### config.mk
export PLATFORM = sky130hd
export DESIGN_NAME = uart_rx_fifo
export DESIGN_NICKNAME = d
export VERILOG_FILES = /design/src/rtl/uart_rx_fifo.sv
export SDC_FILE = /design/constraint.sdc
export NUM_CORES = 1
export LEC_CHECK = 0
export CORE_AREA = 2 2 125 127
export DETAILED_ROUTE_END_ITERATION = 8
export DIE_AREA = 0 0 127 129
export MAX_ROUTING_LAYER = met4
export PLACE_DENSITY = 0.74
export SLEW_MARGIN = 20
export SYNTH_ARGS = -nofsm -noshare
export SYNTH_HDL_FRONTEND = slang
export SYNTH_SLANG_ARGS = --single-unit
### constraint.sdc
create_clock -name clk_i -period 2.8 [get_ports clk_i]
set_input_delay 0.56 -clock clk_i [delete_from_list [all_inputs] [get_ports clk_i]]
set_output_delay 0.56 -clock clk_i [all_outputs]
set_load 0.02 [all_outputs]
### src/rtl/uart_rx_fifo.sv
// UART receive FIFO with a four-register bus window and a level/overrun/timeout interrupt.
// Optional idle-timeout logic is built only when UART_RX_FIFO_TIMEOUT_EN is defined.
module uart_rx_fifo #(
  parameter int DEPTH        = 16,
  parameter int SYS_CLK_FREQ = 60000000,
  parameter int BAUD         = 9600
) (
  input  logic        clk_i,
  input  logic        reset,
  input  logic        rx_valid_i,
  input  logic [7:0]  rx_byte_i,
  input  logic        rx_ferr_i,
  input  logic        csb_i,
  input  logic        wen_i,
  input  logic [3:0]  addr_i,
  input  logic [31:0] data_i,
  input  logic [3:0]  wmask_i,
  output logic [31:0] data_o,
  output logic        irq_o
);
  localparam int AW = $clog2(DEPTH);

  typedef struct packed {
    logic       ferr;
    logic [7:0] data;
  } entry_t;

  entry_t        mem [DEPTH];
  logic [AW-1:0] wr_ptr, rd_ptr;
  logic [AW:0]   count;
  logic          overrun;
  logic [8:0]    thr;
  logic          lvl_en;

  logic rd_acc, wr_acc, empty, full, pop, push, flush, ovr_set, ovr_clr;
  logic [1:0] sel;

  assign sel     = addr_i[3:2];
  assign rd_acc  = !csb_i && wen_i;
  assign wr_acc  = !csb_i && !wen_i;
  assign empty   = (count == '0);
  assign full    = (count == (AW+1)'(DEPTH));
  assign flush   = wr_acc && sel == 2'd2 && wmask_i[3] && data_i[24];
  assign pop     = rd_acc && sel == 2'd0 && !empty;
  // A pop in the same cycle frees the slot, so a full FIFO still accepts the byte.
  assign push    = rx_valid_i && (!full || pop) && !flush;
  assign ovr_set = rx_valid_i && full && !pop && !flush;
  assign ovr_clr = wr_acc && sel == 2'd1 && wmask_i[2] && data_i[18];

  logic to_pend, to_en;

`ifdef UART_RX_FIFO_TIMEOUT_EN
  localparam longint unsigned TO_CYCLES = 64'd40 * 64'(SYS_CLK_FREQ) / 64'(BAUD);
  localparam int TW = $clog2(TO_CYCLES + 1);
  localparam logic [TW-1:0] TO_LAST = TW'(TO_CYCLES - 1);

  logic [TW-1:0] to_cnt;
  logic          to_idle;
  assign to_idle = !empty && !push && !pop && !flush;

  always_ff @(posedge clk_i or negedge reset) begin
    if (!reset) begin
      to_cnt  <= '0;
      to_pend <= 1'b0;
      to_en   <= 1'b0;
    end else begin
      if (!to_idle) to_cnt <= '0;
      else if (to_cnt != TO_LAST) to_cnt <= to_cnt + TW'(1);
      // Pending is set on the idle cycle that completes TO_CYCLES of inactivity.
      if (pop || flush) to_pend <= 1'b0;
      else if (to_idle && to_cnt == TO_LAST) to_pend <= 1'b1;
      if (wr_acc && sel == 2'd2 && wmask_i[2]) to_en <= data_i[17];
    end
  end
`else
  assign to_pend = 1'b0;
  assign to_en   = 1'b0;
`endif

  always_ff @(posedge clk_i) begin
    if (push) mem[wr_ptr] <= '{ferr: rx_ferr_i, data: rx_byte_i};
  end

  always_ff @(posedge clk_i or negedge reset) begin
    if (!reset) begin
      wr_ptr  <= '0;
      rd_ptr  <= '0;
      count   <= '0;
      overrun <= 1'b0;
      thr     <= 9'd1;
      lvl_en  <= 1'b0;
    end else begin
      if (flush) begin
        wr_ptr <= '0;
        rd_ptr <= '0;
        count  <= '0;
      end else begin
        if (push) wr_ptr <= wr_ptr + AW'(1);
        if (pop)  rd_ptr <= rd_ptr + AW'(1);
        if (push && !pop)      count <= count + (AW+1)'(1);
        else if (pop && !push) count <= count - (AW+1)'(1);
      end
      overrun <= ovr_set || (overrun && !ovr_clr);
      if (wr_acc && sel == 2'd2) begin
        if (wmask_i[0]) thr[7:0] <= data_i[7:0];
        if (wmask_i[1]) thr[8]   <= data_i[8];
        if (wmask_i[2]) lvl_en   <= data_i[16];
      end
    end
  end

  logic irq_d;
  assign irq_d = (lvl_en && thr != 9'd0 && 9'(count) >= thr)
              || (to_en && to_pend)
              || (lvl_en && overrun);

  always_ff @(posedge clk_i or negedge reset) begin
    if (!reset) irq_o <= 1'b0;
    else        irq_o <= irq_d;
  end

  always_comb begin
    data_o = 32'h0;
    if (!csb_i) begin
      unique case (sel)
        2'd0: data_o = empty ? 32'h8000_0000 : {23'h0, mem[rd_ptr]};
        2'd1: data_o = {12'h0, to_pend, overrun, full, empty, 7'h0, 9'(count)};
        2'd2: data_o = {7'h0, 1'b0, 6'h0, to_en, lvl_en, 7'h0, thr};
        default: data_o = 32'h0;
      endcase
    end
  end

  logic unused_ok;
  assign unused_ok = &{1'b0, addr_i[1:0], data_i};
endmodule

* After elaboration in Yosys (flattened, before gate mapping) *
Memory sizes are Yosys's and may differ from the RTL's.
Index checks and enable logic that the tools add are counted.
W data, S select, Z words.

word-level totals
  register bits after elaboration = 25
  bits in latches = 0
  RAM bits = 144
  ROM bits = 0
  bits of input ports = 54
  memories = 1

memory list
  memory  words  width  read ports  clocked after memory_dff  write ports  RTL line  RTL
  mem     16     9      1           0                         1            28        entry_t mem [DEPTH];

operators by class
  add/sub/neg operators = 4
  multipliers = 0
  divide/modulo/power cells = 0
  magnitude comparators = 1
  equality and inequality tests = 3
  shifts and indexed selects = 0
  multiplexer cells = 12
  bitwise logic cells = 0
  reductions and logical operators = 41

operators by type and width
  kind                   number
  $pmux W32 S3           1
  $mux W32               2
  $logic_and A1 B1 Y1    21
  $mux W4                4
  $mux W5                3
  $ge A5 B9 Y1           1
  $reduce_bool A9 Y1     1
  $add A4 B1 Y4 const B  2
  $logic_not A1 Y1       8
  $reduce_and A2 Y1      3
  $add A5 B1 Y5 const B  1
  $eq A5 B5 Y1 const B   1
  $logic_not A5 Y1       1
  $sub A5 B1 Y5 const B  1
  $reduce_bool A2 Y1     2
  $logic_or A1 B1 Y1     3
  $reduce_bool A3 Y1     1
  $eq A2 B1 Y1 const B   1
  $eq A2 B2 Y1 const B   1
  $logic_not A2 Y1       1
  $mux W1                2

* Longest topological paths before layout *
  depth in word-level cells = 12
  depth in mapped cells = 11
  depth with buffers taken out = 10

* Least setup slack after synthesis *
Ideal clock, no wire load.

  kind = input-to-reg
  start = in addr_i[3]
  end = reg count[4]
  arrival time = 2795 ps
  path slack = -125 ps
  stages on the path = 11
  buffers on the path = 1
  path through = or4b_4 -> nand3_2 -> and3_1 -> buf_2 -> nand2_1 -> fa_1 -> a21o_1 -> a21o_1 -> nor3_1 -> a31oi_2 -> mux2i_1

between the ends
  longest elaborated chain between the ends = 9
  elaborated cells between the ends (all ways) = 18
  those cells by class = 1 x eq/ne; 2 x mux; 15 x reduce/logical

ends and longest elaborated chain
  item                                                       RTL line  RTL
  from (decl)                                                15        input logic [3:0] addr_i,
  $eq A2 B2 Y1 or $logic_not A2 Y1 (tied branches)           43, 44
  $logic_and A1 B1 Y1 (on tied branches) (2 in a row)        43, 44
  $logic_and A1 B1 Y1 or $logic_or A1 B1 Y1 (tied branches)  43, 46
  $logic_not A1 Y1 or $logic_and A1 B1 Y1 (tied branches)    46        assign push = rx_valid_i && (!full || pop) && !flush;
  $logic_and A1 B1 Y1                                        46
  $logic_and A1 B1 Y1 or $logic_not A1 Y1 (tied branches)    100, 101
  $mux W5 or $logic_and A1 B1 Y1 (tied branches)             100, 101
  $mux W5 or $reduce_bool A3 Y1 (tied branches)              -
  to (signal assigned)                                       100       if (push && !pop) count <= count + (AW+1)'(1);
  to (signal assigned)                                       101       else if (pop && !push) count <= count - (AW+1)'(1);
  to (decl)                                                  30        logic [AW:0] count;

Several ways; a longest one is shown, not always the timed one.
A chain may end at the register's enable or synchronous reset.

* Final worst setup path *
  start = reg rd_ptr[0]
  end = out data_o[1]

between the ends
  longest elaborated chain between the ends = 4

ends and longest elaborated chain
  item                    RTL line  RTL
  from (decl)             29        logic [AW-1:0] wr_ptr, rd_ptr;
  from (signal assigned)  99        if (pop) rd_ptr <= rd_ptr + AW'(1);
  $mem_v2 Z16 W9          -
  $mux W32                126       2'd0: data_o = empty ? 32'h8000_0000 : {23'h0, mem[rd_ptr]};
  $pmux W32 S3            125       unique case (sel)
  $mux W32                124       if (!csb_i) begin
  to (decl)               18        output logic [31:0] data_o,

No other way between the ends.

==> results.md <==
* Largest fanout of any net on the critical path at 8
* Leading register cell type out of synthesis: sky130_fd_sc_hd__edfxtp_1
* Setup repair after global routing missed its margin: true
* Category of the most critical setup path: register to primary output
* Max Clk Rate at 341 MHz
* Largest net degree at the start of global routing at 38
* Root cell of the clock tree: sky130_fd_sc_hd__clkbuf_16
* Peak supply drop at 0.515 mV
* Initial Util at 49.2%
* PD cells at 897 nW/µm²
* Least-Margin Pin Slew at 0.598 ns
* Drt first pass iters at 6
* Die area at 16400 µm²
* Ordered cell list for the critical path: buf_12, mux4_2, mux2i_1, buf_4, o22a_1, o21ai_1, buf_4
* Number of nets still failing antenna checks after routing at 0
* Vertical die dimension at 129 µm
* Kind of end point of the critical path: primary output
* Share of the core filled with cells at 61.3%
* Number of failing setup endpoints in the final timing report at 8
* H-tree levels at 4
* Post-route worst setup slack at -0.137 ns
* Avg Synthesized Cell Area at 17.2 µm²
* Static Leak at 3.38 nW
* Worst-case setup slack after placement at -0.669 ns
* Total detailed-routing wirelength at 15300 µm
* Remaining global-route overflow at 0
* Warnings from Yosys at 0
* Number of remaining DRC errors at 0
* Final hold viol count at 0
* Library cells used by synthesis at 47
* Worst-case clock buffer depth at 2
* Rel. slew slack at 60.0%
* HPWL Detailed at 10100 µm
* Overall die width at 127 µm
* Clk_lat worst skew at 0.42 ns
* Final nets at 624
* Routed wire length per instance at 20.2 µm
* Share of post-route cells with drive strength above 1 at 33.6%
* Classification of the worst-slack hold path: input pin to asynchronous set/reset pin
* Cell Rows at 45
* Number of standard cells after synthesis at 427
* Cell at the slowest stage of the critical path: sky130_fd_sc_hd__dfrtp_2
* Data arrival time of the critical path at 2.38 ns
* Async set or reset register ratio after synthesis at 14.8%
* Status: finished, violations left
* Total via count after detailed routing at 4218
* Failing checks: negative setup slack
* Number of inserted diodes at 0
* Critical path's largest stage delay at 0.52 ns
* Shortest clock period the worst path allows after layout at 2.94 ns
* Fin crit share at 105%
* CTS tree: done
* CTS clk-pin slew, worst paths at 0.06 ns
* Critical path startpoint category: register
* Final weighted congestion in routability-driven placement at 0.866
* Vias in the first global route at 4348
* Number of clock buffers inserted by TritonCTS at 17
* Highest-count cells in the layout ignoring fill and taps: 144 x sky130_fd_sc_hd__edfxtp_1, 74 x sky130_fd_sc_hd__buf_4, 36 x sky130_fd_sc_hd__mux4_2
* GRT Overall Usage at 20.5%
* CP required at 2.24 ns
* Core area at 15000 µm²
* Vias/cell at 5.58
* IO buf count at 45
* Count of flip-flops with a built-in enable after synthesis at 144
* Post-synthesis cell area at 7360 µm²
* #FFs+latches synth at 169
* Worst clock skew at 0.00729 ns
* Ports at 87
* Post-synthesis to final-layout area growth at 24.7%
* Critical Path Most Common Cell: sky130_fd_sc_hd__buf_4
* Number of clock sinks at 169
* Leading cell type in the layout, fill and taps excluded: sky130_fd_sc_hd__edfxtp_1
* Final max-slew violation count at 0
* Violation count after the first detailed-route iteration at 343
* Wire length of the first global-routing pass at 23900 µm
* Number of antenna violations at the first check in global routing at 0
* Post-synthesis sequential area ratio at 67.2%
* Max_cap viols at 0
## worst paths after layout
path                                             from  depth (start not counted)                   end  slack (ns)
worst min-delay path                            reset                          2    thr[7]$_DFFE_PN0P_        0.51
min in group clk_i                  overrun$_DFF_PN0_                          1       irq_o$_DFF_PN0_        0.55
worst max-delay path            rd_ptr[0]$_DFFE_PN0P_                          7             data_o[1]       -0.14
max in group asynchronous                       reset                          2    thr[0]$_DFFE_PN1P_        1.99
worst max register to register   count[3]$_DFFE_PN0P_                         12  count[3]$_DFFE_PN0P_        0.40
worst min register to register      overrun$_DFF_PN0_                          1       irq_o$_DFF_PN0_        0.55
## metrics by stage
step / total power [mW] / setup TNS, ns / cells / hold slack (ns) / instance area (µm²)
floorplan: 4.92 / 0 / 445 / 0.264 / 7450
global placement: 5.80 / -25.14 / 710 / 0.529 / 8460
detailed placement: 5.90 / -29.62 / 710 / 0.534 / 8460
CTS: 8.14 / -0.980 / 746 / 0.503 / 9060
global route: 8.64 / -1.41 / 756 / 0.523 / 9180
finish: 8.23 / -0.629 / 756 / 0.508 / 9180
## layout make-up
cell class              instances  area, µm²
clock buffers                  17        425
clock inverters                15        110
fillers                      1071       5800
inverters                       9       33.8
multi-input cells             232       2310
flip-flops and latches        169       4950
well taps                     188        235
repair buffers                126       1120
## what timing repair did
item / 4_1_cts / 5_1_grt
setup endpoints to repair: 12 / 13
hold endpoints to repair: 0 / 0
setup buffers: 5 / 10
pin swaps: 5 / 8
resized for setup: 61 / 26
hold buffers: 0 / 0
gates cloned: 1 / 1
## Yosys cell counts (2+ instances only)
| master | n | share of area (%) |
|---|---|---|
| sky130_fd_sc_hd__a21o_1 | 3 | 0.31 |
| sky130_fd_sc_hd__a21oi_1 | 6 | 0.41 |
| sky130_fd_sc_hd__a22oi_1 | 5 | 0.51 |
| sky130_fd_sc_hd__a2bb2oi_1 | 4 | 0.48 |
| sky130_fd_sc_hd__and3_1 | 3 | 0.25 |
| sky130_fd_sc_hd__buf_1 | 3 | 0.15 |
| sky130_fd_sc_hd__buf_2 | 6 | 0.41 |
| sky130_fd_sc_hd__buf_4 | 21 | 2.1 |
| sky130_fd_sc_hd__clkbuf_1 | 5 | 0.25 |
| sky130_fd_sc_hd__dfrtp_1 | 24 | 8.2 |
| sky130_fd_sc_hd__edfxtp_1 | 144 | 59 |
| sky130_fd_sc_hd__ha_1 | 14 | 2.4 |
| sky130_fd_sc_hd__inv_1 | 9 | 0.46 |
| sky130_fd_sc_hd__mux2_2 | 10 | 1.5 |
| sky130_fd_sc_hd__mux2_4 | 2 | 0.41 |
| sky130_fd_sc_hd__mux2i_1 | 21 | 2.9 |
| sky130_fd_sc_hd__mux4_2 | 36 | 11 |
| sky130_fd_sc_hd__nand2_1 | 22 | 1.1 |
| sky130_fd_sc_hd__nand2b_1 | 5 | 0.42 |
| sky130_fd_sc_hd__nand3_1 | 4 | 0.27 |
| sky130_fd_sc_hd__nand3_2 | 2 | 0.27 |
| sky130_fd_sc_hd__nor2_1 | 25 | 1.3 |
| sky130_fd_sc_hd__nor2b_1 | 3 | 0.25 |
| sky130_fd_sc_hd__nor3_1 | 6 | 0.41 |
| sky130_fd_sc_hd__nor4_1 | 2 | 0.17 |
| sky130_fd_sc_hd__o21ai_0 | 11 | 0.75 |
| sky130_fd_sc_hd__o22a_1 | 5 | 0.59 |
| sky130_fd_sc_hd__xnor2_1 | 4 | 0.48 |
| sky130_fd_sc_hd__xor2_1 | 4 | 0.48 |
## per-layer routing
| metal | track usage (%) | vias up | share of wire [%] |
|---|---|---|---|
| met4 | 7.30 | 0 | 1.5 |
| met3 | 5.24 | 19 | 6.7 |
| met2 | 32.4 | 171 | 49 |
| met5 | - | - | 0 |
| li1 | - | 1893 | - |
| met1 | 26.0 | 2135 | 43 |
## registers in the layout, summed over array words and instances, names as in the netlist
signal	flops
rd_ptr	4
irq_o	1
thr	9
mem	144
count	5
wr_ptr	4
lvl_en	1
overrun	1
## worst max-delay path: cells and delay by family, from the launching register on
family          cells  cell delay [ns]
mux                 2             0.69
flops               1             0.52
buf+inv             3             0.49
compound gates      2             0.24
## logic make-up (layout without fill, tap and decap cells)
family | count (synthesis) | count (layout) | synth area share (%)
AO/OA/AOI/OAI | 43 | 43 | 4.49
XOR/XNOR | 8 | 8 | 0.951
adder cells (fa/ha/maj) | 15 | 15 | 2.65
buffers and inverters | 44 | 167 | 3.42
flip-flops | 169 | 169 | 67.2
multiplexers | 69 | 69 | 15.8
other | 1 | 19 | 0.0509
AND/OR/NAND/NOR | 78 | 78 | 5.40
## where the power goes
group / internal [mW] / total (mW) / switching, mW / leakage (nW)
clock: 1.20 / 2.13 / 0.924 / 0.269
sequential: 3.08 / 3.30 / 0.221 / 1.60
combinational: 1.50 / 2.80 / 1.30 / 1.50
Note: power is estimated with default switching activity, not from simulation.
